<file path="src/rtl/e1_led_pkg.sv">
// rtl/e1_led_pkg.sv - shared mode codes, FSM states and LED decode helper
package e1_led_pkg;

  localparam logic [1:0] OFF  = 2'b00;
  localparam logic [1:0] ON   = 2'b01;
  localparam logic [1:0] SLOW = 2'b10;
  localparam logic [1:0] FAST = 2'b11;

  typedef enum logic [1:0] {
    ST_IDLE = 2'd0,
    ST_GO   = 2'd1,
    ST_WAIT = 2'd2
  } state_e;

  function automatic logic led_bit(input logic [1:0] mode, input logic [3:0] phase);
    logic b;
    case (mode)
      OFF:     b = 1'b0;
      ON:      b = 1'b1;
      SLOW:    b = phase[3];
      FAST:    b = phase[1];
      default: b = 1'b0;
    endcase
    return b;
  endfunction

endpackage

</file>
<file path="src/rtl/e1_led_blinker_n_tick.sv">
// rtl/e1_led_blinker_n_tick.sv - free-running prescaler and 4-bit blink phase counter
module e1_led_tick #(
  parameter int unsigned TICK_LOG2_DIV = 20
) (
  input  logic       clk,
  input  logic       rst_n,
  output logic       tick,
  output logic [3:0] phase
);

  logic [TICK_LOG2_DIV-1:0] presc_q, presc_d;
  logic [3:0]               phase_q, phase_d;

  // tick marks the last prescaler count, so phase advances on the wrap edge
  assign tick  = &presc_q;
  assign phase = phase_q;

  always_comb begin
    presc_d = presc_q + TICK_LOG2_DIV'(1);
    phase_d = tick ? phase_q + 4'd1 : phase_q;
  end

  always_ff @(posedge clk or negedge rst_n) begin
    if (!rst_n) begin
      presc_q <= '0;
      phase_q <= 4'd0;
    end else begin
      presc_q <= presc_d;
      phase_q <= phase_d;
    end
  end

endmodule

</file>
<file path="src/rtl/e1_led_blinker_n.sv">
// rtl/e1_led_blinker_n.sv - E1 port LED image generator with change/refresh driven shift-register sends
module e1_led_blinker_n
  import e1_led_pkg::*;
#(
  parameter  int unsigned N_PORTS       = 2,
  parameter  int unsigned TICK_LOG2_DIV = 20,
  parameter  int unsigned REFRESH_TICKS = 16,
  localparam int unsigned N_LED         = 2 * N_PORTS
) (
  input  logic                 clk,
  input  logic                 rst_n,
  input  logic [2*N_LED-1:0]   led_state,
  input  logic                 en,
  output logic [N_LED-1:0]     sr_val,
  output logic                 sr_go,
  input  logic                 sr_rdy,
  output logic                 busy
);

  localparam logic [7:0] REFRESH_MAX = 8'(REFRESH_TICKS);

  logic             tick;
  logic [3:0]       phase;
  logic [N_LED-1:0] img;
  logic             refresh_due;

  state_e           state_q, state_d;
  logic [N_LED-1:0] sr_val_q, sr_val_d;
  logic [N_LED-1:0] last_q, last_d;
  logic             pend_q, pend_d;
  logic             wait_first_q, wait_first_d;
  logic [7:0]       rcnt_q, rcnt_d;

  e1_led_tick #(
    .TICK_LOG2_DIV(TICK_LOG2_DIV)
  ) u_tick (
    .clk  (clk),
    .rst_n(rst_n),
    .tick (tick),
    .phase(phase)
  );

  always_comb begin
    img = '0;
    if (en) begin
      for (int k = 0; k < N_LED; k++) begin
        img[k] = led_bit(led_state[2*k +: 2], phase);
      end
    end
  end

  assign refresh_due = (REFRESH_TICKS != 0) && (rcnt_q >= REFRESH_MAX);

  always_ff @(posedge clk or negedge rst_n) begin
    if (!rst_n) begin
      state_q <= ST_IDLE;
    end else begin
      state_q <= state_d;
    end
  end

  always_comb begin
    state_d = state_q;
    case (state_q)
      ST_IDLE: begin
        if (sr_rdy && ((img != last_q) || refresh_due || pend_q)) begin
          state_d = ST_GO;
        end
      end
      ST_GO:   state_d = ST_WAIT;
      // the first WAIT cycle ignores sr_rdy: the interface may not have registered the request yet
      ST_WAIT: begin
        if (!wait_first_q && sr_rdy) begin
          state_d = ST_IDLE;
        end
      end
      default: state_d = ST_IDLE;
    endcase
  end

  always_comb begin
    sr_go = (state_q == ST_GO);
    busy  = (state_q != ST_IDLE);
  end

  // the image is captured on entry to GO so sr_val is already valid while sr_go is high
  always_comb begin
    sr_val_d     = sr_val_q;
    last_d       = last_q;
    pend_d       = pend_q;
    wait_first_d = (state_q == ST_GO);
    rcnt_d       = rcnt_q;
    if (state_q == ST_IDLE && state_d == ST_GO) begin
      sr_val_d = img;
      last_d   = img;
    end
    if (state_q == ST_GO) begin
      pend_d = 1'b0;
      rcnt_d = 8'd0;
    end else if (tick && !refresh_due && rcnt_q != 8'hFF) begin
      rcnt_d = rcnt_q + 8'd1;
    end
  end

  always_ff @(posedge clk or negedge rst_n) begin
    if (!rst_n) begin
      sr_val_q     <= '0;
      last_q       <= '0;
      pend_q       <= 1'b1;
      wait_first_q <= 1'b0;
      rcnt_q       <= 8'd0;
    end else begin
      sr_val_q     <= sr_val_d;
      last_q       <= last_d;
      pend_q       <= pend_d;
      wait_first_q <= wait_first_d;
      rcnt_q       <= rcnt_d;
    end
  end

  assign sr_val = sr_val_q;

endmodule
</file>
<file path="config.mk">
export PLATFORM = sky130hd
export DESIGN_NAME = e1_led_blinker_n
export DESIGN_NICKNAME = d
export VERILOG_FILES = /design/src/rtl/e1_led_pkg.sv /design/src/rtl/e1_led_blinker_n_tick.sv /design/src/rtl/e1_led_blinker_n.sv
export SDC_FILE = /design/constraint.sdc
export NUM_CORES = 1
export LEC_CHECK = 0
export BUFFER_PORTS_ARGS = -buffer_cell sky130_fd_sc_hd__buf_4
export CAP_MARGIN = 20
export CORE_MARGIN = 3
export CORE_UTILIZATION = 42
export DETAILED_ROUTE_END_ITERATION = 10
export GPL_ROUTABILITY_DRIVEN = 0
export GPL_TIMING_DRIVEN = 1
export PLACE_DENSITY = 0.66
export SLEW_MARGIN = 0
export SYNTH_ARGS = -nofsm -noshare
export SYNTH_HDL_FRONTEND = slang
export SYNTH_SLANG_ARGS = --single-unit
</file>
<file path="constraint.sdc">
create_clock -name clk -period 2.4 [get_ports clk]
set_input_delay 0.12 -clock clk [delete_from_list [all_inputs] [get_ports clk]]
set_output_delay 0.12 -clock clk [all_outputs]
set_load 0.01 [all_outputs]
</file>
==> results of run 1 <==
## cells by family (layout without fill, tap and decap cells)
| logic type | Yosys count | count (layout) | share of synthesized area, % |
|---|---|---|---|
| AND/OR/NAND/NOR | 66 | 66 | 20.43 |
| flip-flops | 40 | 40 | 53.83 |
| XOR/XNOR | 24 | 24 | 11.29 |
| buffers and inverters | 14 | 39 | 2.823 |
| AO/OA/AOI/OAI | 13 | 13 | 4.838 |
| multiplexers | 7 | 7 | 4.099 |
| adder cells (fa/ha/maj) | 4 | 4 | 2.688 |
## layer usage
layer / track usage, % / vias to the layer above
li1: - / 632
met1: 17.40 / 639
met2: 25.95 / 29
met3: 3.306 / 6
met4: 4.918 / 0
met5: 0 / -
## area by class of cell
cell class / instances / area [sq um]
fill: 373 / 1988
tap: 50 / 62.56
inverter: 12 / 45.04
clock buffer: 7 / 86.33
multi-input combinational: 114 / 807.0
clock inverter: 1 / 7.507
timing repair buffer: 19 / 145.1
sequential: 40 / 1002
## critical path, delay by kind of cell (launching register included)
kind / cells / cell delay (ns)
DFF: 1 / 0.40
AOI/OAI and AO/OA: 1 / 0.15
and+or+nand+nor: 3 / 1.59
## flip-flops by register name, indices dropped and copies added, names as in the netlist
| signal | count |
|---|---|
| u_tick.presc_q | 20 |
| rcnt_q | 8 |
| last_q | 4 |
| u_tick.phase | 4 |
| state_q | 2 |
| pend_q | 1 |
| wait_first_q | 1 |
## synthesized netlist by cell type (all sizes together) (3+ instances only)
library cell / number / area (sq um)
mux2: 5 / 56.30
and4: 3 / 26.28
and2: 7 / 45.05
nor2: 4 / 15.01
o32ai: 3 / 26.28
xor2: 4 / 35.03
and3: 5 / 31.28
nand4: 5 / 31.28
nand2: 12 / 45.04
nand3: 14 / 70.07
inv: 12 / 45.04
xnor2: 20 / 175.2
nor2b: 4 / 25.02
or4: 3 / 30.03
ha: 4 / 50.05
o21ai: 3 / 15.01
dfrtp: 39 / 975.9
## stage by stage
step                      setup slack (ns)  power (mW)  cells
after detailed placement            0.1885      0.9766    234
after global routing                0.1440       1.494    243
after global placement              0.2607      0.9660    234
after floorplan                     0.2962      0.8704    168
final                               0.1908       1.415    243
after CTS                           0.1868       1.438    243
## power by group
| part | total, mW | internal, mW | switching, mW |
|---|---|---|---|
| Sequential | 0.736 | 0.710 | 0.0261 |
| Clock | 0.454 | 0.233 | 0.221 |
| Combinational | 0.224 | 0.112 | 0.113 |
| Total | 1.41 | 1.05 | 0.360 |
## worst paths after layout
path | cells past startpoint | slack (ns) | endpoint | from
max | 4 | 0.19 | rcnt_q[3] | rcnt_q[5]
min | 4 | 0.20 | state_q[1] | sr_rdy
max reg2reg | 4 | 0.19 | rcnt_q[3] | rcnt_q[5]
min reg2reg | 1 | 0.46 | u_tick.presc_q[0] | u_tick.presc_q[0]
max in group asynchronous | 2 | 1.69 | pend_q | rst_n
min in group asynchronous | 2 | 0.34 | wait_first_q | rst_n
## layout by cell type (no fill, tap or decap), drive strengths merged, types with 2 or more instances in the layout
cell type   n
dfrtp      39
xnor2      20
buf        18
nand3      14
inv        12
nand2      12
and2        7
clkbuf      7
and3        5
nand4       5
mux2        5
xor2        4
nor2        4
nor2b       4
ha          4
and4        3
o32ai       3
o21ai       3
or4         3
nand2b      2
o211ai      2
or3         2
mux2i       2
o31ai       2
a21oi       2
==> summary.txt, run 1 <==
Status
  – Status: completed

STA
  – Setup TNS: 0 ns
  – Final Max Slew Viols: 0
  – Min Tclk post-route: ~2.2 ns
  – Achievable frequency: about 450 MHz
  – Tightest Pin Transition: roughly 0.52 ns
  – RSZ-0062 raised after global routing: no
  – Final setup viols: 0
  – Final hold viol count: 0
  – Final period util: 92.05%
  – Worst slew margin: between 60 and 70%
  – Hold Slack: 0.1958 ns
  – Clock Skew: around 0.008 ns

Global route
  – GRT overflow: 0
  – Initial antenna violation count: 0
  – First-pass GRT wire length: 6058 microns
  – Vias in the first global route: 1381
  – Largest net degree at the start of global routing: 41
  – Gr usage total: 14.64%

Logic synthesis
  – Unique masters post-synth: 33
  – EDFF count, synth: 0
  – Warnings, synthesis: 0
  – Syn Inst Count: 168
  – Avg Cell Area, Syn: around 11 sq um
  – Sequential fraction of the synthesis area: between 50 and 60%
  – Syn nets: 184
  – Ys async rst share: 100.0%
  – Flops & latches, synth: 40
  – Ys flop type: dfrtp_1
  – Mapped cell area: 1862 sq um

Worst setup path
  – CP peak stage delay: between 0.5 and 0.6 ns
  – Crit path required time: 2.62 ns
  – WS Path Type: flip-flop to flip-flop
  – Worst Setup End Kind: flip-flop
  – Slowest CP cell: or4_4
  – Most frequent CP cell: or4_4
  – Worst EP arrival: 2.43 ns
  – Worst Path Max Fanout: 6
  – Critical Path Source Type: flip-flop
  – Cell chain of the critical path: or4_4 > or4_4 > or4_1 > a21oi_1

Clock tree
  – CTS tree: yes
  – Root Buffer: clkbuf_8
  – Post-cts sizing count: 0
  – TritonCTS buffer count: 5
  – Hold_buf cts: 1
  – Clk_lat worst skew: 0.29 ns
  – Setup Fix Bufs, Post-CTS: 0
  – Clock Pin Slew Worst Setup and Hold Paths: approximately 0.080 ns
  – H-tree depth: 2
  – Clk buf depth: 2
  – Clock sink count: 40

Drt
  – Initial DRC Count: 46
  – Routed via count: 1306
  – Met2 wire length: 1704 microns
  – M1 wire length: 1555 microns
  – TritonRoute pass-1 iters: 4
  – Post-DRT Antenna Nets: 0
  – DR WL met3: 162 microns
  – Routed WL per cell: 14.25 microns
  – Total Routed Length: 3463 microns
  – Post-DR vias/cell: 5.374
  – Residual DRC: 0
  – Top Metal Used: met4

Power
  – Pwr Density: 656.2 nW/um^2
  – Max IR drop VDD: 395.3 uV
  – Leak: 1.028 nW

Floorplan
  – Die X: 72.58 microns
  – FP Rows: 23
  – DIE AREA: 5268 sq um
  – I/O pin count: 18
  – Core box area: 4144 sq um
  – Initial Util: 44.93%
  – Die Ht: between 70 and 80 microns

Final layout
  – Final net count: 208
  – Finished layout cell area: 2156 sq um
  – N_diodes: 0
  – Area growth syn-to-layout: 15.79%
  – Fin util: a little over half
  – Share of layout cells above drive strength 1: 19.17%

Placement
  – Port Buffers: 17
  – Dpl cell area: between 2000 and 2500 sq um
  – DPL Wire Length: 2497 microns

Min path
  – Hold Path Class: primary input to flip-flop

Flow run
  – Max_cap viols: 0
(Power assumes the default switching activity.)
==> run 2: changes to the inputs <==
- CORE_ASPECT_RATIO: default -> 1.4
==> run 2 against run 1 <==
Against the previous run: cell count is 4.1% higher; critical path depth stayed put; sequential share of layout area hardly changed; wire length is 2.7% lower; fmax is 0.23% lower; first-iteration DRC count is 35% lower; largest power group unchanged; clock skew is 0.0047 ns lower; die area is 0.21% higher; largest cell class unchanged.
==> summary.txt, run 2 (synthesis gave the netlist of run 1 again) <==
Floorplan
  – I/O pin count: 18 (unchanged)
  – Core box area: 4239 sq um (was 4144 sq um)
  – Die X: 62.27 microns (was 72.58 microns)
  – Initial Util: 43.92% (was 44.93%)
  – Die Ht: 84.78 microns (was 72.58 microns)
  – DIE AREA: 5279 sq um (was 5268 sq um)
  – FP Rows: 28 (was 23)

Worst setup path
  – WS Path Type: flip-flop to flip-flop (unchanged)
  – Crit path required time: 2.61 ns (was 2.62 ns)
  – FF-to-FF path depth: 4 (unchanged)
  – FF-to-FF End: rcnt_q[3] (unchanged)
  – Worst R2R Setup Slack: 0.19 ns (about the same)
  – R2r startpoint: rcnt_q[5] (unchanged)
  – Crit path buf inv count: 0 (unchanged)
  – Slowest CP cell: or4_4 (unchanged)
  – Critical Path Source Type: flip-flop (unchanged)
  – Most frequent CP cell: or4_4 (unchanged)
  – Crit path max-delay family: simple AND/OR/NAND/NOR gates (unchanged)
  – Cell chain of the critical path: or4_4 > or4_4 > or4_1 > a21oi_1 (unchanged)
  – Setup crit start: rcnt_q[5] (unchanged)
  – Worst Path Max Fanout: 6 (unchanged)
  – Worst Setup EP: rcnt_q[3] (unchanged)
  – CP peak stage delay: 0.56 ns (was 0.57 ns)
  – Crit path depth: 4 (unchanged)
  – Worst Setup End Kind: flip-flop (unchanged)
  – Worst EP arrival: 2.43 ns (about the same)

Final layout
  – N_diodes: 0 (unchanged)
  – Share of layout cells above drive strength 1: 18.13% (was 19.17%)
  – Finished Layout Cells: 253 (was 243)
  – Fillcell total: 404 (was 373)
  – Most frequent cells in the layout: dfrtp_1 (39), xnor2_1 (20), buf_4 (18) (unchanged)
  – Register area: 1002 sq um (unchanged)
  – Regs by FF count: u_tick.presc_q: 20 flops, rcnt_q: 8 flops (unchanged)
  – Finished layout cell area: 2155 sq um (was 2156 sq um)
  – Commonest non-fill, non-tap cell in the layout: dfrtp_1 (unchanged)
  – Max FFs per register: 20 (unchanged)
  – Multi-input gate area: 807.0 sq um (unchanged)
  – Final net count: 208 (unchanged)
  – Area growth syn-to-layout: 15.73% (was 15.79%)
  – Reg with most FFs: u_tick.presc_q (unchanged)

Global route
  – Vias in the first global route: 1295 (was 1381)
  – Largest net degree at the start of global routing: 41 (unchanged)
  – First-pass GRT wire length: 5747 microns (was 6058 microns)
  – Initial antenna violation count: 0 (unchanged)
  – GRT overflow: 0 (unchanged)
  – Gr usage total: 13.84% (was 14.64%)

Drt
  – TritonRoute pass-1 iters: 4 (unchanged)
  – Post-DR vias/cell: 5.079 (was 5.374)
  – Routed WL per cell: 13.32 microns (was 14.25 microns)
  – Post-DRT Antenna Nets: 0 (unchanged)
  – Total Routed Length: 3369 microns (was 3463 microns)
  – Residual DRC: 0 (unchanged)
  – Initial DRC Count: 30 (was 46)
  – Routed via count: 1285 (was 1306)

STA
  – Final period util: 92.26% (was 92.05%)
  – Final hold viol count: 0 (unchanged)
  – Final Max Slew Viols: 0 (unchanged)
  – Min Tclk post-route: 2.214 ns (was 2.209 ns)
  – RSZ-0062 raised after global routing: no (unchanged)
  – Worst slew margin: 67.51% (was 65.14%)
  – Achievable frequency: 451.6 MHz (was 452.7 MHz)
  – Hold Slack: 0.1911 ns (was 0.1958 ns)
  – Setup TNS: 0 ns (unchanged)
  – Final setup viols: 0 (unchanged)
  – Clock Skew: 0.003086 ns (was 0.007768 ns)
  – Tightest Pin Transition: 0.4873 ns (was 0.5213 ns)

Clock tree
  – Setup Fix Bufs, Post-CTS: 0 (unchanged)
  – Clock sink count: 40 (unchanged)
  – Root Buffer: clkbuf_8 (unchanged)
  – H-tree depth: 2 (unchanged)
  – Clk buf depth: 2 (unchanged)
  – Clk_lat worst skew: 0.29 ns (about the same)
  – TritonCTS buffer count: 5 (unchanged)
  – Clock Pin Slew Worst Setup and Hold Paths: 0.07 ns (was 0.08 ns)
  – CTS tree: yes (unchanged)

Power
  – Leak: 1.023 nW (was 1.028 nW)
  – Sw Share: 25.28% (was 25.43%)
  – Pwr Density: 638.7 nW/um^2 (was 656.2 nW/um^2)
  – Sequential share of power: 53.6% (was 52.0%)
  – Max IR drop VDD: 354.0 uV (was 395.3 uV)
  – Switch Pwr: 347.9 uW (was 359.7 uW)
  – Internal Power: 1.028 mW (was 1.055 mW)
  – Clock power share: 30.4% (was 32.1%)
  – Comb power frac: 16.0% (was 15.9%)

Min path
  – Hold path start: sr_rdy (unchanged)
  – Hold Path Class: primary input to flip-flop (unchanged)

Placement
  – # placed instances: 244 (was 234)
  – Dpl cell area: 2064 sq um (was 2052 sq um)
  – DPL Wire Length: 2481 microns (was 2497 microns)
  – Port Buffers: 17 (unchanged)

Status
  – Status: completed (unchanged)

Flow run
  – Max_cap viols: 0 (unchanged)
[run 2: area by class of cell]
cell class,instances,share of cell area [%]
multi-input combinational,114,37.46
clock buffer,8,3.717
timing repair buffer,19,6.736
tap,60,3.484
inverter,12,2.091
sequential,40,46.52
[run 2: worst reg2reg max path, cell delays in order (launching register included)]
cell,delay (ns)
dfrtp_1,0.39
or4_4,0.54
or4_4,0.56
or4_1,0.48
a21oi_1,0.17
[run 2: how the worst min path moves through the flow]
| stage | slack [ns] | end | cells after the start |
|---|---|---|---|
| final | 0.19 | state_q[1] | 4 |
| after global routing | 0.21 | state_q[1] | 4 |
| after CTS | 0.19 | state_q[1] | 4 |
| after detailed placement | 0.12 | state_q[1] | 1 |
| after global placement | 0.11 | state_q[1] | 1 |
| after floorplan | -0.18 | last_q[0] | 0 |
[run 2: power groups by stage]
stage | Sequential, mW | Clock (mW) | Combinational, mW
2_1_floorplan | 0.753 | 0 | 0.117
3_3_place_gp | 0.747 | 0 | 0.220
3_5_place_dp | 0.751 | 0 | 0.224
4_1_cts | 0.737 | 0.437 | 0.226
5_1_grt | 0.742 | 0.471 | 0.245
6_report | 0.737 | 0.418 | 0.221
[run 2: through the flow]
step	power (mW)	utilization [%]	setup WS [ns]
2_1_floorplan	0.8704	-	0.2962
6_report	1.376	50.83	0.1858
3_5_place_dp	0.9745	48.70	0.1910
4_1_cts	1.400	50.83	0.2020
3_3_place_gp	0.9670	48.70	0.2672
5_1_grt	1.458	50.83	0.09062
[run 2: routing by layer]
metal | wire (microns) | up-vias | track usage, %
li1 | - | 629 | -
met1 | 1409 | 623 | 14.45
met2 | 1751 | 26 | 24.80
met3 | 146 | 7 | 4.685
met4 | 61 | 0 | 6.627
met5 | 0 | - | 0
[run 2: repair_timing]
item,in CTS,in global routing
hold endpoints to repair,39,0
gates resized for setup,0,0
hold buffers,1,0
